[src/rtl/mem_access_unit.sv]
// Load/store sequencer for the memory stage: validates each request, issues one registered
// control cycle to the byte-addressable data memory, and holds a registered response for writeback.
//
// state | meaning
// IDLE  | no request in flight, ready to accept
// ISSUE | memory controls driven for exactly one cycle
// RESP  | response held until writeback takes it
module mem_access_unit (
    input  logic        clk,
    input  logic        rst,
    input  logic        req_valid,
    output logic        req_ready,
    input  logic        req_we,
    input  logic [2:0]  req_funct3,
    input  logic [31:0] req_addr,
    input  logic [31:0] req_wdata,
    input  logic [4:0]  req_rd,
    output logic        resp_valid,
    input  logic        resp_ready,
    output logic [31:0] resp_rdata,
    output logic [4:0]  resp_rd,
    output logic [1:0]  resp_fault,
    output logic [2:0]  mem_read_ctrl,
    output logic [2:0]  mem_write_ctrl,
    output logic [7:0]  mem_addr,
    output logic [31:0] mem_wdata,
    input  logic [31:0] mem_rdata
);

    localparam logic [1:0] IDLE  = 2'd0;
    localparam logic [1:0] ISSUE = 2'd1;
    localparam logic [1:0] RESP  = 2'd2;

    localparam logic [2:0] CTRL_IDLE = 3'b111;

    localparam logic [1:0] FAULT_OK      = 2'b00;
    localparam logic [1:0] FAULT_MISALGN = 2'b01;
    localparam logic [1:0] FAULT_FUNCT3  = 2'b10;
    localparam logic [1:0] FAULT_RANGE   = 2'b11;

    logic [1:0] state;
    logic       op_we;
    logic [4:0] op_rd;

    logic       accept;
    logic       funct3_legal;
    logic       misaligned;
    logic [1:0] req_fault;

    assign req_ready = (state == IDLE) | ((state == RESP) & resp_ready);
    assign accept    = req_valid & req_ready;

    always_comb begin
        funct3_legal = 1'b0;
        if (req_we) begin
            funct3_legal = (req_funct3 == 3'b000) | (req_funct3 == 3'b001) | (req_funct3 == 3'b010);
        end else begin
            case (req_funct3)
                3'b000, 3'b001, 3'b010, 3'b100, 3'b101: funct3_legal = 1'b1;
                default:                                funct3_legal = 1'b0;
            endcase
        end
    end

    // funct3[1:0] encodes the access size for every legal code: 01 halfword, 10 word
    assign misaligned = ((req_funct3[1:0] == 2'b01) & req_addr[0]) |
                        ((req_funct3[1:0] == 2'b10) & (req_addr[1:0] != 2'b00));

    always_comb begin
        if (!funct3_legal)            req_fault = FAULT_FUNCT3;
        else if (|req_addr[31:8])     req_fault = FAULT_RANGE;
        else if (misaligned)          req_fault = FAULT_MISALGN;
        else                          req_fault = FAULT_OK;
    end

    always_ff @(posedge clk or posedge rst) begin
        if (rst) begin
            state          <= IDLE;
            op_we          <= 1'b0;
            op_rd          <= 5'd0;
            resp_valid     <= 1'b0;
            resp_rdata     <= 32'd0;
            resp_rd        <= 5'd0;
            resp_fault     <= FAULT_OK;
            mem_read_ctrl  <= CTRL_IDLE;
            mem_write_ctrl <= CTRL_IDLE;
            mem_addr       <= 8'd0;
            mem_wdata      <= 32'd0;
        end else begin
            // memory port is quiet unless a legal accept below overrides it
            mem_read_ctrl  <= CTRL_IDLE;
            mem_write_ctrl <= CTRL_IDLE;
            mem_addr       <= 8'd0;
            mem_wdata      <= 32'd0;

            case (state)
                IDLE: ;
                ISSUE: begin
                    state      <= RESP;
                    resp_valid <= 1'b1;
                    resp_fault <= FAULT_OK;
                    resp_rdata <= op_we ? 32'd0 : mem_rdata;
                    resp_rd    <= op_we ? 5'd0 : op_rd;
                end
                RESP: begin
                    if (resp_ready & ~req_valid) begin
                        state      <= IDLE;
                        resp_valid <= 1'b0;
                    end
                end
                default: state <= IDLE;
            endcase

            if (accept) begin
                op_we <= req_we;
                op_rd <= req_rd;
                if (req_fault == FAULT_OK) begin
                    state      <= ISSUE;
                    resp_valid <= 1'b0;
                    mem_addr   <= req_addr[7:0];
                    mem_wdata  <= req_wdata;
                    if (req_we) mem_write_ctrl <= req_funct3;
                    else        mem_read_ctrl  <= req_funct3;
                end else begin
                    state      <= RESP;
                    resp_valid <= 1'b1;
                    resp_fault <= req_fault;
                    resp_rdata <= 32'd0;
                    resp_rd    <= 5'd0;
                end
            end
        end
    end

endmodule

[config.mk]
export PLATFORM = sky130hd
export DESIGN_NAME = mem_access_unit
export DESIGN_NICKNAME = d
export VERILOG_FILES = /design/src/rtl/mem_access_unit.sv
export SDC_FILE = /design/constraint.sdc
export NUM_CORES = 1
export LEC_CHECK = 0
export CAP_MARGIN = 20
export CORE_MARGIN = 8
export CORE_UTILIZATION = 59
export CTS_BUF_LIST = sky130_fd_sc_hd__clkbuf_8
export DETAILED_ROUTE_END_ITERATION = 16
export DONT_BUFFER_PORTS = 1
export HOLD_SLACK_MARGIN = 0.08
export PLACE_DENSITY = 0.78
export SYNTH_ARGS = -nofsm -noshare
export SYNTH_HDL_FRONTEND = slang
export SYNTH_SLANG_ARGS = --single-unit
[constraint.sdc]
create_clock -name clk -period 3.1 [get_ports clk]
set_clock_uncertainty 0.1 [all_clocks]
set_input_delay 0.465 -clock clk [delete_from_list [all_inputs] [get_ports clk]]
set_output_delay 0.465 -clock clk [all_outputs]
set_load 0.02 [all_outputs]
==> results of run 1 <==
==> through the flow <==
| step | power [mW] | cell area [um^2] | utilization [%] | setup WS [ns] | hold WS, ns |
|---|---|---|---|---|---|
| after floorplan | 1.389 | 3757 | - | 0.09626 | 0.3376 |
| after global placement | 1.414 | 3767 | 60.36 | 1.147 | 0.3511 |
| after detailed placement | 1.430 | 3795 | 60.81 | 1.096 | 0.3565 |
| after CTS | 2.337 | 4045 | 64.82 | 1.086 | 0.08994 |
| after global routing | 2.408 | 4045 | 64.82 | 0.9422 | 0.08959 |
| final | 2.312 | 4045 | 64.82 | 1.097 | 0.1089 |
==> repair_timing <==
action                                 4_1_cts  5_1_grt
hold buffers                                 2        0
gates resized for setup                      0        0
endpoints found under the hold margin       91        0
==> metal layers <==
| metal | track usage, % | wire length, um | part of all wire (%) |
|---|---|---|---|
| met1 | 20.59 | 3111 | 35 |
| met2 | 31.31 | 4399 | 49 |
| met3 | 10.69 | 1241 | 14 |
| met4 | 7.682 | 159 | 1.8 |
| met5 | 0 | 0 | 0 |
==> worst max-delay path by stage <==
stage	from	to	slack (ns)	cells past startpoint
2_1_floorplan	rst	mem_addr[0]	0.1	1
3_3_place_gp	resp_ready	resp_rd[1]	1.15	5
3_5_place_dp	state[1]	resp_rdata[1]	1.10	5
4_1_cts	state[1]	resp_rdata[1]	1.09	5
5_1_grt	state[1]	resp_rdata[9]	0.94	5
6_report	state[1]	resp_rdata[1]	1.10	5
==> power breakdown <==
| group | switching (mW) | internal, mW | total [mW] |
|---|---|---|---|
| clock network | 0.440 | 0.467 | 0.906 |
| registers | 0.0332 | 1.24 | 1.28 |
| logic | 0.0778 | 0.0498 | 0.128 |
| total | 0.551 | 1.76 | 2.31 |
==> cell type report <==
class                   instances  area share [%]
flip-flops and latches         94           58.34
multi-input cells             217           31.15
clock buffers                   9           3.062
clock inverters                 7           2.629
well taps                      77           2.382
repair buffers                  6           2.041
inverters                       4          0.4021
==> kinds of logic after synthesis <==
kind of cell	after synthesis	share of synthesized area, %
AND/OR/NAND/NOR	166	25.34
buffers and inverters	27	3.729
flip-flops	94	62.80
AO/OA/AOI/OAI	50	7.826
multiplexers	1	0.2997
==> cell usage after synthesis (4+ instances only) <==
cell,instances,area [um^2]
dfrtp_1,88,2202
and2_1,43,269.0
nor2_1,42,157.7
a21oi_1,37,185.2
nor3b_1,37,277.8
nand2_1,28,105.1
clkbuf_1,11,41.29
dfstp_2,6,157.7
buf_2,5,25.02
buf_6,4,45.04
inv_1,4,15.01
nor4_2,4,50.05
==> registers in the layout, summed over array words and instances, names as in the netlist <==
register        cells
resp_rd             5
op_we               1
mem_addr            8
mem_write_ctrl      3
mem_wdata          32
resp_fault          2
resp_valid          1
resp_rdata         32
mem_read_ctrl       3
state               2
op_rd               5
==> worst reg2reg max path, cell delays in order (launching register included) <==
cell      delay (ns)
dfrtp_1         0.38
nand2b_2        0.55
buf_4           0.49
nor3b_1         0.12
a21oi_1         0.17
nor2_1          0.06
==> metrics, run 1 <==
Worst slew margin=54.79%; WHS Endpoint=mem_read_ctrl[1]; fin nets=441; antenna violations before repair=0; Hold Crit Depth=2; most common cell after layout, fill and taps aside=dfrtp_1; Multi-input gate area=1260 um^2; ratio of cells with drive above 1 in the final layout=10.98%; TritonCTS clock tree=built; RSZ-0062 raised after global routing=false; P_leak=1.868 nW; postcts setup bufs=0; Final Cycle Share=64.61%; Arrival @ worst endpoint=2.13 ns; Overflow after GRT=0; initial core utilization=60.20%; post-synthesis sequential area ratio=62.80%; CTS sink cnt=94; Worst-Margin Slew=0.6782 ns; clock slew at reported path FFs=0.09 ns; Synth Flop Type=dfrtp_1; Die Y-Extent=95.80 um; drc violations=0; First-pass DRT Iterations=4; initial detailed-routing violation count=103; startpoint types=flip-flop; Die ar.=9178 um^2; Vias=2356; Max Cap Violations=0; WL final=8912 um; vias in the first global route=2492; Hold Startpoint=req_we; setup TNS=0 ns; port bufs=0; Setup-failing EPs final=0; CTS Buf Count=9; H-tree depth=3; worst-skew pair later-pin latency=0.35 ns; critical path type=reg -> reg; Syn Area/Cell=11.12 um^2; Total Routing Usage GR=19.30%; gpl congestion=0.7490; Core Region=6241 um^2; cells along the critical path=nand2b_2, buf_4, nor3b_1, a21oi_1, nor2_1; leading cell types in the layout, fill and taps excluded=dfrtp_1, and2_1, nor2_1; Max VDD drop=372.8 uV; Filler cells=505; pwr dens=571.5 nW/um^2; f_max=499.3 MHz; final std cells w/o fill=414; clk root buf=clkbuf_8; Chip Width=95.80 um; Syn Nets=447; clock buffer depth=2; DR WL/cell=21.53 um; Worst R2R End=resp_rdata[1]; Rows=29; Syn. warnings=0; max incr delay on CP=0.55 ns; HPWL Detailed=6653 um; status=finished, final reports clean; Top Ports=196; ys async rst share=100.0%; HP Class=in -> reg; CP top delay family=simple AND/OR/NAND/NOR gates; Buf+Inv Stages, Crit Path=1; Slew Limit Fails=0; Sequential Area=2360 um^2; Critical Path Fanout Max=41; Hold Vio Cnt, Final=0; Critical Path RT=3.23 ns; R2R setup slack=1.10 ns; Final min period=2.003 ns; mapped cell area=3757 um^2; Ant. Diodes=0; synthesis-to-finish area growth=7.659%; placed cells=396; R2R cell count=5; Yosys reg bits=94; Post-synth EDFFs=0; Slowest-stage cell, CP=nand2b_2; CP Capture Type=flip-flop; Worst R2R Start=state[1]; ANT nets after route=0; first-pass GRT wire length=13270 um; Syn Inst Count=338; post-synthesis cell type count=33; vias per cell=5.691; largest net degree at the start of global routing=95
No activity file was read; power rests on OpenSTA's default activity.
==> run 2, diff against run 1 <==
--- a/config.mk
+++ b/config.mk
@@ -5,6 +5,7 @@
 export SDC_FILE = /design/constraint.sdc
 export NUM_CORES = 1
 export LEC_CHECK = 0
+export ABC_AREA = 1
 export CAP_MARGIN = 20
 export CORE_MARGIN = 8
 export CORE_UTILIZATION = 59
==> constraint.sdc (replaced) <==
create_clock -name clk -period 1.65 [get_ports clk]
set_clock_uncertainty 0.1 [all_clocks]
set_input_delay 0.2475 -clock clk [delete_from_list [all_inputs] [get_ports clk]]
set_output_delay 0.2475 -clock clk [all_outputs]
set_load 0.02 [all_outputs]
==> run 2 against run 1 <==
- total power is 90% higher
- utilization increased by 15 points
- combinational power rose to 4.1 times the previous value
- first-iteration DRC count fell by 0.97%
- final cell count increased by 51%
- critical path depth rose by 4
- count of clock-buffer cells in the layout stayed put
- largest cell class unchanged
- largest power group unchanged
==> metrics, run 2 <==
Worst R2R End=mem_wdata[31]; Total Routing Usage GR=23.16% (+3.9 points); clock slew at reported path FFs=0.10 ns (about the same); R2R cell count=8 (+3); NetSw=1.125 mW (+100%); TritonCTS clock tree=built; cell with the most instances after synthesis=nand2_1; top cells by area, synth=dfrtp_1, nor2_4, nand2_1; Hold Crit Depth=7 (+5); Syn Inst Count=434 (+28%); port bufs=0 (unchanged); Slew Limit Fails=0 (unchanged); Pint=3.274 mW (+86%); Hold Worst Slack=0.1952 ns (+0.08627 ns); worst setup path start=req_addr[0]; clk root buf=clkbuf_8; Worst R2R Start=state[1]; placed cells=524 (+32%); critical path type=in -> reg; Hold Vio Cnt, Final=0 (unchanged); HP Class=in -> reg; Max Cap Violations=0 (unchanged); fin nets=635 (+44%); Synth Area in Compound Gates=5.403% (-2.4 points); first-pass GRT wire length=18160 um (+37%); simple-gate share of the synthesized area=29.40% (+4.1 points); Die ar.=10060 um^2 (+9.6%); Chip Width=100.3 um (+4.7%); clock power share=34.1% (-5.1 points); Arrival @ worst endpoint=1.77 ns (-0.36 ns); cells along the critical path=dlygate4sd3_1, inv_1, nand2_1, o21ai_2, nand2_4, nor2_8, inv_6, buf_12, nor2_4; top-area cell type share of the netlist area=52.54% (-6.1 points); post-synthesis cell type count=24 (-27%); Die Y-Extent=100.3 um (+4.7%); clock buffer depth=2 (unchanged); f_max=632.0 MHz; post-synthesis sequential area ratio=56.30% (-6.5 points); initial core utilization=61.36% (+1.2 points); Syn Area/Cell=9.658 um^2 (-13%); Vias=3206 (+36%); CP top delay family=buffers and inverters; ys async rst share=100.0% (unchanged); worst-skew pair later-pin latency=0.34 ns (about the same); setup TNS=0 ns (unchanged); Critical Path RT=1.83 ns (-1.40 ns); Overflow after GRT=0 (unchanged); mapped cell area=4192 um^2 (+12%); initial detailed-routing violation count=102 (-0.97%); Max VDD drop=494.7 uV (+33%); Rows=30 (+3.4%); Worst-Margin Slew=0.4846 ns (-0.1936 ns); Syn Nets=543 (+21%); DR WL/cell=18.66 um (-13%); Setup-failing EPs final=0 (unchanged); vias in the first global route=3320 (+33%); Final Cycle Share=95.90%; top post-synthesis cells by count=nand2_1, dfrtp_1, inv_1; Top Ports=196 (unchanged); CTS sink cnt=94 (unchanged); P_leak=2.577 nW (+38%); Synth Area in Adders=0% (unchanged); CP Capture Type=flip-flop; CP Depth=9 (+4); largest net degree at the start of global routing=95 (unchanged); Syn. warnings=0 (unchanged); CTS Buf Count=9 (unchanged); gpl congestion=0.8366 (+12%); vias per cell=5.113 (-10%); Worst slew margin=67.70% (+13 points); R2R setup slack=0.10 ns (-1.00 ns); ANT nets after route=0 (unchanged); Post-Synth XOR/XNOR Area=0% (unchanged); Core Region=6832 um^2 (+9.5%); Post-synth EDFFs=0 (unchanged); Critical Path Fanout Max=13 (-68%); WL final=11700 um (+31%); top flop regs=mem_wdata: 32 flops, resp_rdata: 32 flops, mem_addr: 8 flops; max incr delay on CP=0.54 ns (about the same); post-synth top area cell=dfrtp_1; Ant. Diodes=0 (unchanged); drc violations=0 (unchanged); RSZ-0062 raised after global routing=false; leading cell types in the layout, fill and taps excluded=nand2_1, dfrtp_1, dlygate4sd3_1; final std cells w/o fill=627 (+51%); pwr dens=809.6 nW/um^2 (+42%); Comb pwr share=12.0% (+6.5 points); synthesis-to-finish area growth=29.61%; H-tree depth=3 (unchanged); ratio of cells with drive above 1 in the final layout=19.40% (+8.4 points); end of the critical path=mem_wdata[31]; Yosys reg bits=94 (unchanged); antenna violations before repair=0 (unchanged); Synth Flop Type=dfrtp_1; Final min period=1.582 ns; Slowest-stage cell, CP=dlygate4sd3_1; HPWL Detailed=6985 um (+5.0%); Buf+Inv Stages, Crit Path=4 (+3); mux share of post-synthesis cell area=0% (-0.30 points); startpoint types=input pin; status=finished, final reports clean; largest family of logic cells by synthesized area=simple AND/OR/NAND/NOR gates; Sequential Power Share=53.9% (-1.4 points); most common cell after layout, fill and taps aside=nand2_1; First-pass DRT Iterations=5 (+1); Sw Share=25.57% (+1.7 points)
run 2: cell count changes after synthesis, sizes merged, moves of 37 or more:
cell | previous run | this run
o21ai | 2 | 43
and2 | 43 | 0
nand2 | 28 | 112
inv | 4 | 55
nor2 | 42 | 98
nor3b | 37 | 0
a21oi | 37 | 0
run 2: worst min-delay path by stage:
stage                       start             to  slack [ns]
floorplan               req_rd[0]       op_rd[0]        0.26
global route         req_addr[28]  resp_fault[0]        0.21
finish                req_addr[8]  resp_fault[0]        0.20
CTS                 req_funct3[1]       state[0]        0.18
detailed placement            rst  mem_wdata[25]        0.21
global placement              rst  mem_wdata[19]        0.21
run 2: timing repair:
action	in CTS	in global routing
pin swaps	0	1
gates cloned	0	1
hold buffers	85	0
endpoints found under the setup margin	13	55
resized for setup	2	5
setup buffers	0	1
hold endpoints to repair	173	0
run 2: area by class of cell:
type	count	area (um^2)
Inverter	55	227.7
Clock buffer	9	123.9
Multi-Input combinational cell	266	1476
Sequential cell	94	2360
Timing Repair inverter	1	8.758
Timing Repair Buffer	99	1044
Tap cell	96	120.1
Fill cell	401	1399
Clock inverter	7	72.57
run 2: stage by stage:
stage                     area, um^2  util [%]  setup slack [ns]  total power [mW]
final                           5433     79.52           0.06761             4.398
after global routing            5433     79.52         0.0005979             4.577
after detailed placement        4347     63.63           0.03767             2.747
after global placement          4347     63.63            0.1144             2.735
after CTS                       5399     79.03           0.02238             4.403
after floorplan                 4195         -           0.01293             2.670
run 2: tightest hold or removal path, stage by stage:
cell and delay (ns):
nor2_1 0.02, nand2_1 0.06, nor2_2 0.05, nand4_1 0.07, o21ai_0 0.07, nand2_1 0.05
nand2_1 0.04
run 2: cell families after synthesis:
kind of cell | after synthesis
AO/OA/AOI/OAI | 44
buffers and inverters | 74
flip-flops | 94
AND/OR/NAND/NOR | 222
run 2: routing by layer:
| layer | vias up | track usage, % | share of wire, % |
|---|---|---|---|
| met5 | - | 0 | 0 |
| met4 | 0 | 7.674 | 1.9 |
| met3 | 21 | 9.965 | 12 |
| met2 | 176 | 38.26 | 50 |
| met1 | 1525 | 26.27 | 36 |
| li1 | 1484 | - | - |
run 2: power by group through the flow:
stage	logic, mW	registers, mW	clock network, mW
after floorplan	0.261	2.41	0
after global placement	0.320	2.41	0
after detailed placement	0.331	2.42	0
after CTS	0.497	2.37	1.53
after global routing	0.583	2.37	1.62
final	0.527	2.37	1.50
==> run 3, diff against run 2 <==
==> constraint.sdc (replaced) <==
create_clock -name clk -period 1.65 [get_ports clk]
set_clock_uncertainty 0.1 [all_clocks]
set_input_delay 0.33 -clock clk [delete_from_list [all_inputs] [get_ports clk]]
set_output_delay 0.33 -clock clk [all_outputs]
set_load 0.02 [all_outputs]
==> run 3 against run 2 <==
- register-to-register slack better by 0.02 ns
- global-route usage down 1.5 points
- via count fell by 6.8%
- maximum frequency increased by 0.50%
- sequential cell count unchanged
- combinational power decreased by 16%
- routed wire length shrank 7.6%
- critical path type unchanged
- highest routed layer unchanged
==> metrics, run 3 (synthesis results as in run 2) <==
R2R setup slack=0.12 ns (+0.02 ns); Die ar.=10060 um^2 (unchanged); vias per cell=5.056 (-1.1%); Buf+Inv Stages, Crit Path=4 (unchanged); gpl congestion=0.8538 (+2.1%); cells along the critical path=dlygate4sd3_1, inv_1, nand2_1, o21ai_2, nand2_4, nor2_8, inv_4, buf_12, nor2_4; critical path type=in -> reg; Final min period=1.574 ns (-0.007949 ns); port bufs=0 (unchanged); Hold Crit Depth=4 (-3); ANT nets after route=0 (unchanged); initial detailed-routing violation count=82 (-20%); Die Y-Extent=100.3 um (unchanged); Hold Vio Cnt, Final=0 (unchanged); Max Cap Violations=0 (unchanged); top flop regs=mem_wdata: 32 flops, resp_rdata: 32 flops, mem_addr: 8 flops; initial core utilization=61.36% (unchanged); f_max=635.1 MHz (+0.50%); Top Ports=196 (unchanged); RSZ-0062 raised after global routing=false; WL final=10810 um (-7.6%); Core Region=6832 um^2 (unchanged); drc violations=0 (unchanged); CP Depth=9 (unchanged); antenna violations before repair=0 (unchanged); pwr dens=842.0 nW/um^2 (+4.0%); Critical Path RT=1.79 ns (-0.04 ns); Final Cycle Share=95.42% (-0.48 points); Ant. Diodes=0 (unchanged); busiest grt layer=met2; Arrival @ worst endpoint=1.72 ns (-0.05 ns); leading cell types in the layout, fill and taps excluded=nand2_1, dfrtp_1, dlygate4sd3_1; worst-skew pair later-pin latency=0.35 ns (about the same); CP top delay family=buffers and inverters; Vias=2988 (-6.8%); max incr delay on CP=0.52 ns (-0.02 ns); clock buffer depth=2 (unchanged); Slowest-stage cell, CP=dlygate4sd3_1; Critical Path Fanout Max=9 (-4); TritonCTS clock tree=built; Hold Worst Slack=0.09643 ns (-0.09875 ns); Setup-failing EPs final=0 (unchanged); Worst-Margin Slew=0.5141 ns (+0.02955 ns); M3 GR Usage=10.17% (+0.21 points); first-pass GRT wire length=17050 um (-6.1%); Filler cells=465 (+16%); First-pass DRT Iterations=6 (+1); Chip Width=100.3 um (unchanged); clk root buf=clkbuf_8; R2R cell count=8 (unchanged); vias in the first global route=3103 (-6.5%); clock slew at reported path FFs=0.11 ns (about the same); P_leak=2.434 nW (-5.6%); Total Routing Usage GR=21.70% (-1.5 points); Worst R2R Start=state[1]; worst setup path start=req_addr[0]; Overflow after GRT=0 (unchanged); synthesis-to-finish area growth=20.96%; most common cell after layout, fill and taps aside=nand2_1; CP Capture Type=flip-flop; largest net degree at the start of global routing=95 (unchanged); DR WL/cell=18.29 um (-2.0%); startpoint types=input pin; Worst slew margin=65.73% (-2.0 points); status=finished, final reports clean; CTS sink cnt=94 (unchanged); HP Class=in -> reg; Max VDD drop=516.9 uV (+4.5%); Rows=30 (unchanged); final instance area=5070 um^2 (-6.7%); end of the critical path=mem_wdata[27]; Placed Area=4367 um^2 (+0.46%); CTS Buf Count=9 (unchanged); HPWL Detailed=6917 um (-0.97%); ratio of cells with drive above 1 in the final layout=20.81% (+1.4 points); H-tree depth=3 (unchanged); met1 usage=24.89% (-1.4 points); Worst R2R End=mem_wdata[27]; fin nets=599 (-5.7%); Slew Limit Fails=0 (unchanged); met2 global-route usage=34.72% (-3.5 points)
## run 3: cell types whose count changed in the layout (fill, tap and decap cells not counted), moves of 2 or more
cell | before | now
nor2_2 | 8 | 6
inv_6 | 4 | 2
dlygate4sd3_1 | 85 | 49
clkinv_2 | 2 | 0
clkinv_4 | 0 | 2
inv_8 | 0 | 3
## run 3: per-layer routing
metal,vias to the layer above,wire (um)
li1,1416,-
met1,1421,3998
met2,136,5230
met3,15,1396
met4,0,182
met5,-,0
## run 3: per-stage QoR
step           setup slack [ns]  power [mW]  utilization [%]   TNS [ns]  instances
2_1_floorplan           0.01293       2.670                -          0        434
3_3_place_gp            0.06359       2.733            63.92          0        525
3_5_place_dp          -0.009292       2.743            63.92  -0.009292        525
4_1_cts                 0.02417       4.284            74.01          0        591
5_1_grt                 0.01275       4.459            74.21          0        591
6_report                0.07556       4.269            74.21          0        591
## run 3: where the power goes
part           total, mW  switching [mW]  internal, mW  leakage (nW)
Combinational      0.441           0.267         0.173          1.07
Sequential          2.37          0.0346          2.34          1.27
Clock               1.46           0.872         0.585        0.0943
## run 3: tightest hold or removal path: stages
cell and delay [ns]:
nand2_1 0.04, nand2_1 0.04, o21ai_0 0.06, nor2_1 0.05
## run 3: worst min-delay path by stage
stage	startpoint	end	slack, ns
4_1_cts	mem_rdata[29]	resp_rdata[29]	0.08
5_1_grt	mem_rdata[26]	resp_rdata[26]	0.1
3_3_place_gp	rst	mem_wdata[19]	0.29
6_report	mem_rdata[29]	resp_rdata[29]	0.1
2_1_floorplan	req_rd[0]	op_rd[0]	0.34
3_5_place_dp	rst	mem_wdata[20]	0.29
## run 3: layout make-up
cell class | count | area [um^2] | area share [%]
clock inverters | 7 | 65.06 | 1.283
inverters | 55 | 220.2 | 4.344
well taps | 96 | 120.1 | 2.369
flip-flops and latches | 94 | 2360 | 46.54
multi-input cells | 266 | 1474 | 29.07
repair buffers | 64 | 706.9 | 13.94
clock buffers | 9 | 123.9 | 2.443
## run 3: timing repair
item,in CTS,in global routing
endpoints found under the hold margin,139,0
cloned,0,0
pin swaps,0,1
hold buffers,49,0
setup buffers,1,0
endpoints found under the setup margin,2,38
resized for setup,1,5
